--- src/rtl/fsm_sequencer_if.sv ---
// fsm_sequencer_if: control, ROM and status signals of the phase sequencer.
`default_nettype none

interface fsm_sequencer_if;
  logic       en;
  logic       cnt_rst;
  logic       jump;
  logic [3:0] jump_addr;
  logic [7:0] rom_data;
  logic [3:0] rom_addr;
  logic [2:0] state;
  logic [3:0] count;
  logic [1:0] opcode;
  logic [5:0] operand;
  logic       wrap;
  logic       halted;

  modport master (
    output en, cnt_rst, jump, jump_addr, rom_data,
    input  rom_addr, state, count, opcode, operand, wrap, halted
  );

  modport slave (
    input  en, cnt_rst, jump, jump_addr, rom_data,
    output rom_addr, state, count, opcode, operand, wrap, halted
  );
endinterface

`default_nettype wire

--- src/rtl/fsm_sequencer.sv ---
// fsm_sequencer: FETCH/DECODE/EXEC/WB phase sequencer with 4-bit program counter.
// Revision: 1.0
`default_nettype none

module fsm_sequencer #(
  parameter logic [5:0] HALT_OPERAND = 6'h3F
) (
  input  wire logic       clk,
  input  wire logic       rst,
  fsm_sequencer_if.slave  bus
);

  typedef enum logic [2:0] {
    FETCH  = 3'd0,
    DECODE = 3'd1,
    EXEC   = 3'd2,
    WB     = 3'd3,
    HALT   = 3'd4
  } state_t;

  // Plain vector so that out-of-range codes 5-7 are representable and recoverable.
  logic [2:0] r_state;
  logic [3:0] r_count;
  logic [1:0] r_opcode;
  logic [5:0] r_operand;
  logic       r_wrap;
  logic       r_halted;

  state_t     w_next;
  logic       w_latch;
  logic       w_cnt_upd;

  always_comb begin
    w_next    = FETCH;
    w_latch   = 1'b0;
    w_cnt_upd = 1'b0;
    case (r_state)
      FETCH: begin
        w_next  = DECODE;
        w_latch = 1'b1;
      end
      DECODE: begin
        if (r_opcode == 2'b11 && r_operand == HALT_OPERAND) w_next = HALT;
        else                                               w_next = EXEC;
      end
      EXEC:    w_next = WB;
      WB: begin
        w_next    = FETCH;
        w_cnt_upd = 1'b1;
      end
      HALT:    w_next = HALT;
      default: w_next = FETCH;
    endcase
  end

  always_ff @(posedge clk or posedge rst) begin
    if (rst) begin
      r_state   <= FETCH;
      r_count   <= 4'd0;
      r_opcode  <= 2'd0;
      r_operand <= 6'd0;
      r_wrap    <= 1'b0;
      r_halted  <= 1'b0;
    end else if (bus.en) begin
      if (bus.cnt_rst) begin
        // Clear/restart wins over every phase action; the latched instruction is kept.
        r_state  <= FETCH;
        r_count  <= 4'd0;
        r_wrap   <= 1'b0;
        r_halted <= 1'b0;
      end else begin
        r_state  <= w_next;
        r_halted <= (w_next == HALT);
        r_wrap   <= 1'b0;
        if (w_latch) begin
          r_opcode  <= bus.rom_data[7:6];
          r_operand <= bus.rom_data[5:0];
        end
        if (w_cnt_upd) begin
          if (bus.jump) begin
            r_count <= bus.jump_addr;
          end else begin
            r_count <= r_count + 4'd1;
            r_wrap  <= (r_count == 4'hF);
          end
        end
      end
    end
  end

  assign bus.rom_addr = r_count;
  assign bus.state    = r_state;
  assign bus.count    = r_count;
  assign bus.opcode   = r_opcode;
  assign bus.operand  = r_operand;
  assign bus.wrap     = r_wrap;
  assign bus.halted   = r_halted;

endmodule

`default_nettype wire

--- src/flat_wrapper.sv ---
// flat-port wrapper written by rule: the top's interface ports become plain ports
module fsm_sequencer_flat 
#(
  parameter logic [5:0] HALT_OPERAND = 6'h3F
)
  (clk, rst, bus_en, bus_cnt_rst, bus_jump, bus_jump_addr, bus_rom_data, bus_rom_addr, bus_state, bus_count, bus_opcode, bus_operand, bus_wrap, bus_halted);
  fsm_sequencer_if bus_i ();
  input  wire logic clk;
  input  wire logic rst;
  input wire logic [$bits(bus_i.en)-1:0] bus_en;
  input wire logic [$bits(bus_i.cnt_rst)-1:0] bus_cnt_rst;
  input wire logic [$bits(bus_i.jump)-1:0] bus_jump;
  input wire logic [$bits(bus_i.jump_addr)-1:0] bus_jump_addr;
  input wire logic [$bits(bus_i.rom_data)-1:0] bus_rom_data;
  output wire logic [$bits(bus_i.rom_addr)-1:0] bus_rom_addr;
  output wire logic [$bits(bus_i.state)-1:0] bus_state;
  output wire logic [$bits(bus_i.count)-1:0] bus_count;
  output wire logic [$bits(bus_i.opcode)-1:0] bus_opcode;
  output wire logic [$bits(bus_i.operand)-1:0] bus_operand;
  output wire logic [$bits(bus_i.wrap)-1:0] bus_wrap;
  output wire logic [$bits(bus_i.halted)-1:0] bus_halted;
  assign bus_i.en = bus_en;
  assign bus_i.cnt_rst = bus_cnt_rst;
  assign bus_i.jump = bus_jump;
  assign bus_i.jump_addr = bus_jump_addr;
  assign bus_i.rom_data = bus_rom_data;
  assign bus_rom_addr = bus_i.rom_addr;
  assign bus_state = bus_i.state;
  assign bus_count = bus_i.count;
  assign bus_opcode = bus_i.opcode;
  assign bus_operand = bus_i.operand;
  assign bus_wrap = bus_i.wrap;
  assign bus_halted = bus_i.halted;
  fsm_sequencer #(.HALT_OPERAND(HALT_OPERAND)) u_core (.clk(clk), .rst(rst), .bus(bus_i));
endmodule
--- config.mk ---
export PLATFORM = sky130hd
export DESIGN_NAME = fsm_sequencer_flat
export DESIGN_NICKNAME = d
export VERILOG_FILES = /design/src/rtl/fsm_sequencer_if.sv /design/src/rtl/fsm_sequencer.sv /design/src/flat_wrapper.sv
export SDC_FILE = /design/constraint.sdc
export NUM_CORES = 1
export LEC_CHECK = 0
export BUFFER_PORTS_ARGS = -buffer_cell sky130_fd_sc_hd__buf_2
export CORE_UTILIZATION = 39
export DETAILED_ROUTE_END_ITERATION = 10
export GPL_TIMING_DRIVEN = 0
export HOLD_SLACK_MARGIN = 0.03
export PLACE_DENSITY = 0.67
export SLEW_MARGIN = 10
export SYNTH_ARGS = -nofsm -noshare
export SYNTH_HDL_FRONTEND = slang
export SYNTH_SLANG_ARGS = --single-unit
--- constraint.sdc ---
create_clock -name clk -period 1.9 [get_ports clk]
set_input_delay 0.38 -clock clk [delete_from_list [all_inputs] [get_ports clk]]
set_output_delay 0.38 -clock clk [all_outputs]
set_load 0.01 [all_outputs]
==> flow_summary.json <==
{
  "status": "finished, final reports clean",
  "grt_overflow": 0,
  "tightest_slew_ns": 0.6304,
  "setup.worst_path.end_class": "flip-flop",
  "clk_path_buf_depth": 2,
  "hold_viol_final": 0,
  "dpl_cell_area_sq_um": 1146,
  "cts-resized-gates": 0,
  "portBuffers": 35,
  "path_cells": "nor3_4, nand3b_4, mux2_4",
  "drc": 0,
  "cp_data_arrival_time_ns": 1.57,
  "ys_ff_latch": 17,
  "cts_root_buf": "clkbuf_4",
  "fin_skew_ns": 0.004340,
  "synth.avg_cell_area_sq_um": 12.15,
  "routabilityCongestion": 0.7943,
  "num_antenna_cells": 0,
  "dp_hpwl_mm": 1.341,
  "grt_pass1_wl_mm": 2.849,
  "postSynthCellCount": 77,
  "cp_max_fo": 8,
  "fp.dieH_microns": 50.99,
  "cts_buffers": 3,
  "die_w_microns": 50.99,
  "antenna_found_initial": 0,
  "ant_nets": 0,
  "holdWs_ns": 0.1520,
  "grt_pass1_vias": 662,
  "cts_sinks": 17,
  "drv_cap": 0,
  "cts_tree": "done",
  "ioPinCount": 38,
  "worstSkewPairLatency_ns": 0.29,
  "drt_iter0_markers": 12,
  "setup_viol": 0,
  "path_delay_family": "flip-flops",
  "seq_area_frac_synth_pct": 45.45,
  "finish.utilization_pct": 52.55,
  "yosysUniqueCellTypes": 36,
  "finalCritPeriodShare_pct": 73.35,
  "critPathLaunchType": "flip-flop",
  "worstSetupPathType": "reg2reg",
  "nets": 135,
  "core-area_sq_um": 2233,
  "min_period_ns": 1.394,
  "holdBufCountCts": 0,
  "fmax_ghz": 0.7175,
  "wl_per_cell_microns": 12.28,
  "worst_ir_drop_vdd_mv": 0.5973,
  "hold_class": "in2async",
  "grt_usage_pct": 14.49,
  "design_area_sq_um": 1174,
  "powerDensity_nw_per_um2": 845.5,
  "ys_warn_count": 0,
  "clk_pin_slew_ns": 0.10,
  "drive_gt1_share_pct": 51.72,
  "relSlewSlack_pct": 57.93,
  "rsz0062_at_grt": "false",
  "drt-pass1-iter-count": 4,
  "leakagePower_nw": 0.6337,
  "drv_slew": 0,
  "worst_path_max_delay_cell": "dfrtp_1",
  "cpPeakStageDelay_ns": 0.49,
  "syn_area_sq_um": 935.9,
  "viasPerCell": 5.063,
  "initial_core_util_pct": 41.90,
  "cp_num_buf_inv": 0,
  "worst_ep_required_time_ns": 2.08,
  "synthToLayoutAreaGrowth_pct": 25.40,
  "rows": 17,
  "wirelength_mm": 1.768,
  "fin_setup_tns_ns": 0,
  "die_area_sq_um": 2599,
  "grt_start_max_net_pins": 18,
  "post_cts_buffers": 0,
  "syn_nets": 95,
  "fillers": 219,
  "htree_levels": 1,
  "vias": 729
}
flip-flops by register name, summed over array words and instances, names as in the netlist:
signal / count
u_core.bus.state: 3
u_core.bus.opcode: 2
u_core.bus.operand: 6
u_core.bus.halted: 1
u_core.bus.wrap: 1
u_core.bus.count: 4
cell usage after synthesis (all sizes together):
cell      n  area share, %
nand4     2            1.3
nor3      2            2.3
inv       3            1.2
ha        1            1.3
nand3b    1            2.1
nand3     4            2.1
nor3b     1           0.80
o32ai     1            1.7
o21ai     2            1.1
nor2      3            1.2
dfrtp    17             45
nand4bb   1            1.2
and2      2            1.3
o211ai    2            1.6
buf       6            4.9
nor2b     2            1.3
and4bb    1            1.7
and3      2            1.5
nand2     2            1.1
o2bb2ai   2            1.9
o31ai     1           0.80
clkbuf    1           0.40
nor4      1           0.67
a21oi     1           0.53
a211o     1           0.94
nand2b    1           0.67
mux2i     1            1.1
mux2      9             14
a22oi     1           0.80
nand4b    3            2.8
where the power goes:
group | internal (mW) | total [mW] | switching (mW) | leakage, nW
Combinational | 0.174 | 0.306 | 0.131 | 0.399
Clock | 0.0782 | 0.190 | 0.112 | 0.0177
Sequential | 0.431 | 0.496 | 0.0653 | 0.217
Total | 0.683 | 0.992 | 0.309 | 0.634
metal layers:
metal  GRT usage [%]  part of all wire, %
met1           19.62                   46
met2           24.78                   47
met3           1.786                  6.7
met4           2.778                 0.51
met5               0                    0
metrics by stage:
| stage | cells | setup WS (ns) | total power [mW] |
|---|---|---|---|
| final | 144 | 0.5063 | 0.9923 |
| after global placement | 140 | 0.4723 | 0.8028 |
| after detailed placement | 140 | 0.4587 | 0.8123 |
| after CTS | 144 | 0.4984 | 1.002 |
| after global routing | 144 | 0.4194 | 1.051 |
| after floorplan | 77 | 0.5674 | 0.6943 |
layout by cell type (no fill, tap or decap), types with 2 or more instances in the layout:
cell / Yosys / routed
clkbuf_4: 0 / 3
nand4_1: 2 / 2
o2bb2ai_1: 2 / 2
dfrtp_1: 17 / 17
mux2_4: 8 / 8
buf_2: 1 / 36
nand4b_1: 3 / 3
o211ai_1: 2 / 2
and2_1: 2 / 2
inv_1: 3 / 3
buf_4: 4 / 4
o21ai_0: 2 / 2
nand3_1: 4 / 4
nor2b_1: 2 / 2
nor2_1: 3 / 3
worst register-to-register path, stage by stage, from the launching register on:
cell and delay, ns:
dfrtp_1 0.49, nor3_4 0.26, nand3b_4 0.21, mux2_4 0.34
final timing paths:
check | start | end | slack (ns) | cells past startpoint
setup reg to reg | u_core.bus.state[0]$_DFFE_PP0P_ | u_core.bus.opcode[0]$_DFFE_PP0P_ | 0.51 | 3
hold / removal | rst | u_core.bus.operand[3]$_DFFE_PP0P_ | 0.15 | 2
setup / recovery | u_core.bus.state[0]$_DFFE_PP0P_ | u_core.bus.opcode[0]$_DFFE_PP0P_ | 0.51 | 3
hold reg to reg | u_core.bus.halted$_DFFE_PP0P_ | u_core.bus.halted$_DFFE_PP0P_ | 0.50 | 1
max in group asynchronous | rst | u_core.bus.halted$_DFFE_PP0P_ | 1.34 | 2
min in group clk | bus_rom_data[1] | u_core.bus.operand[1]$_DFFE_PP0P_ | 0.31 | 2
final cells by class:
cell class | instances | area, sq um | share of cell area, %
Multi-Input combinational cell | 50 | 449.2 | 38.27
Sequential cell | 17 | 425.4 | 36.25
Timing Repair Buffer | 35 | 175.2 | 14.93
Buffer | 7 | 50.05 | 4.264
Tap cell | 28 | 35.03 | 2.985
Clock buffer | 3 | 22.52 | 1.919
Inverter | 3 | 11.26 | 0.9595
Clock inverter | 1 | 5.005 | 0.4264
logic make-up (layout without fill, tap and decap cells):
kind of cell	count (synthesis)	in the layout	synth area share, %
AND/OR/NAND/NOR	28	28	22.19
flip-flops	17	17	45.45
AO/OA/AOI/OAI	11	11	9.359
multiplexers	10	10	15.11
buffers and inverters	10	49	6.550
adder cells (fa/ha/maj)	1	1	1.337
Note: power is estimated with default switching activity, not from simulation.
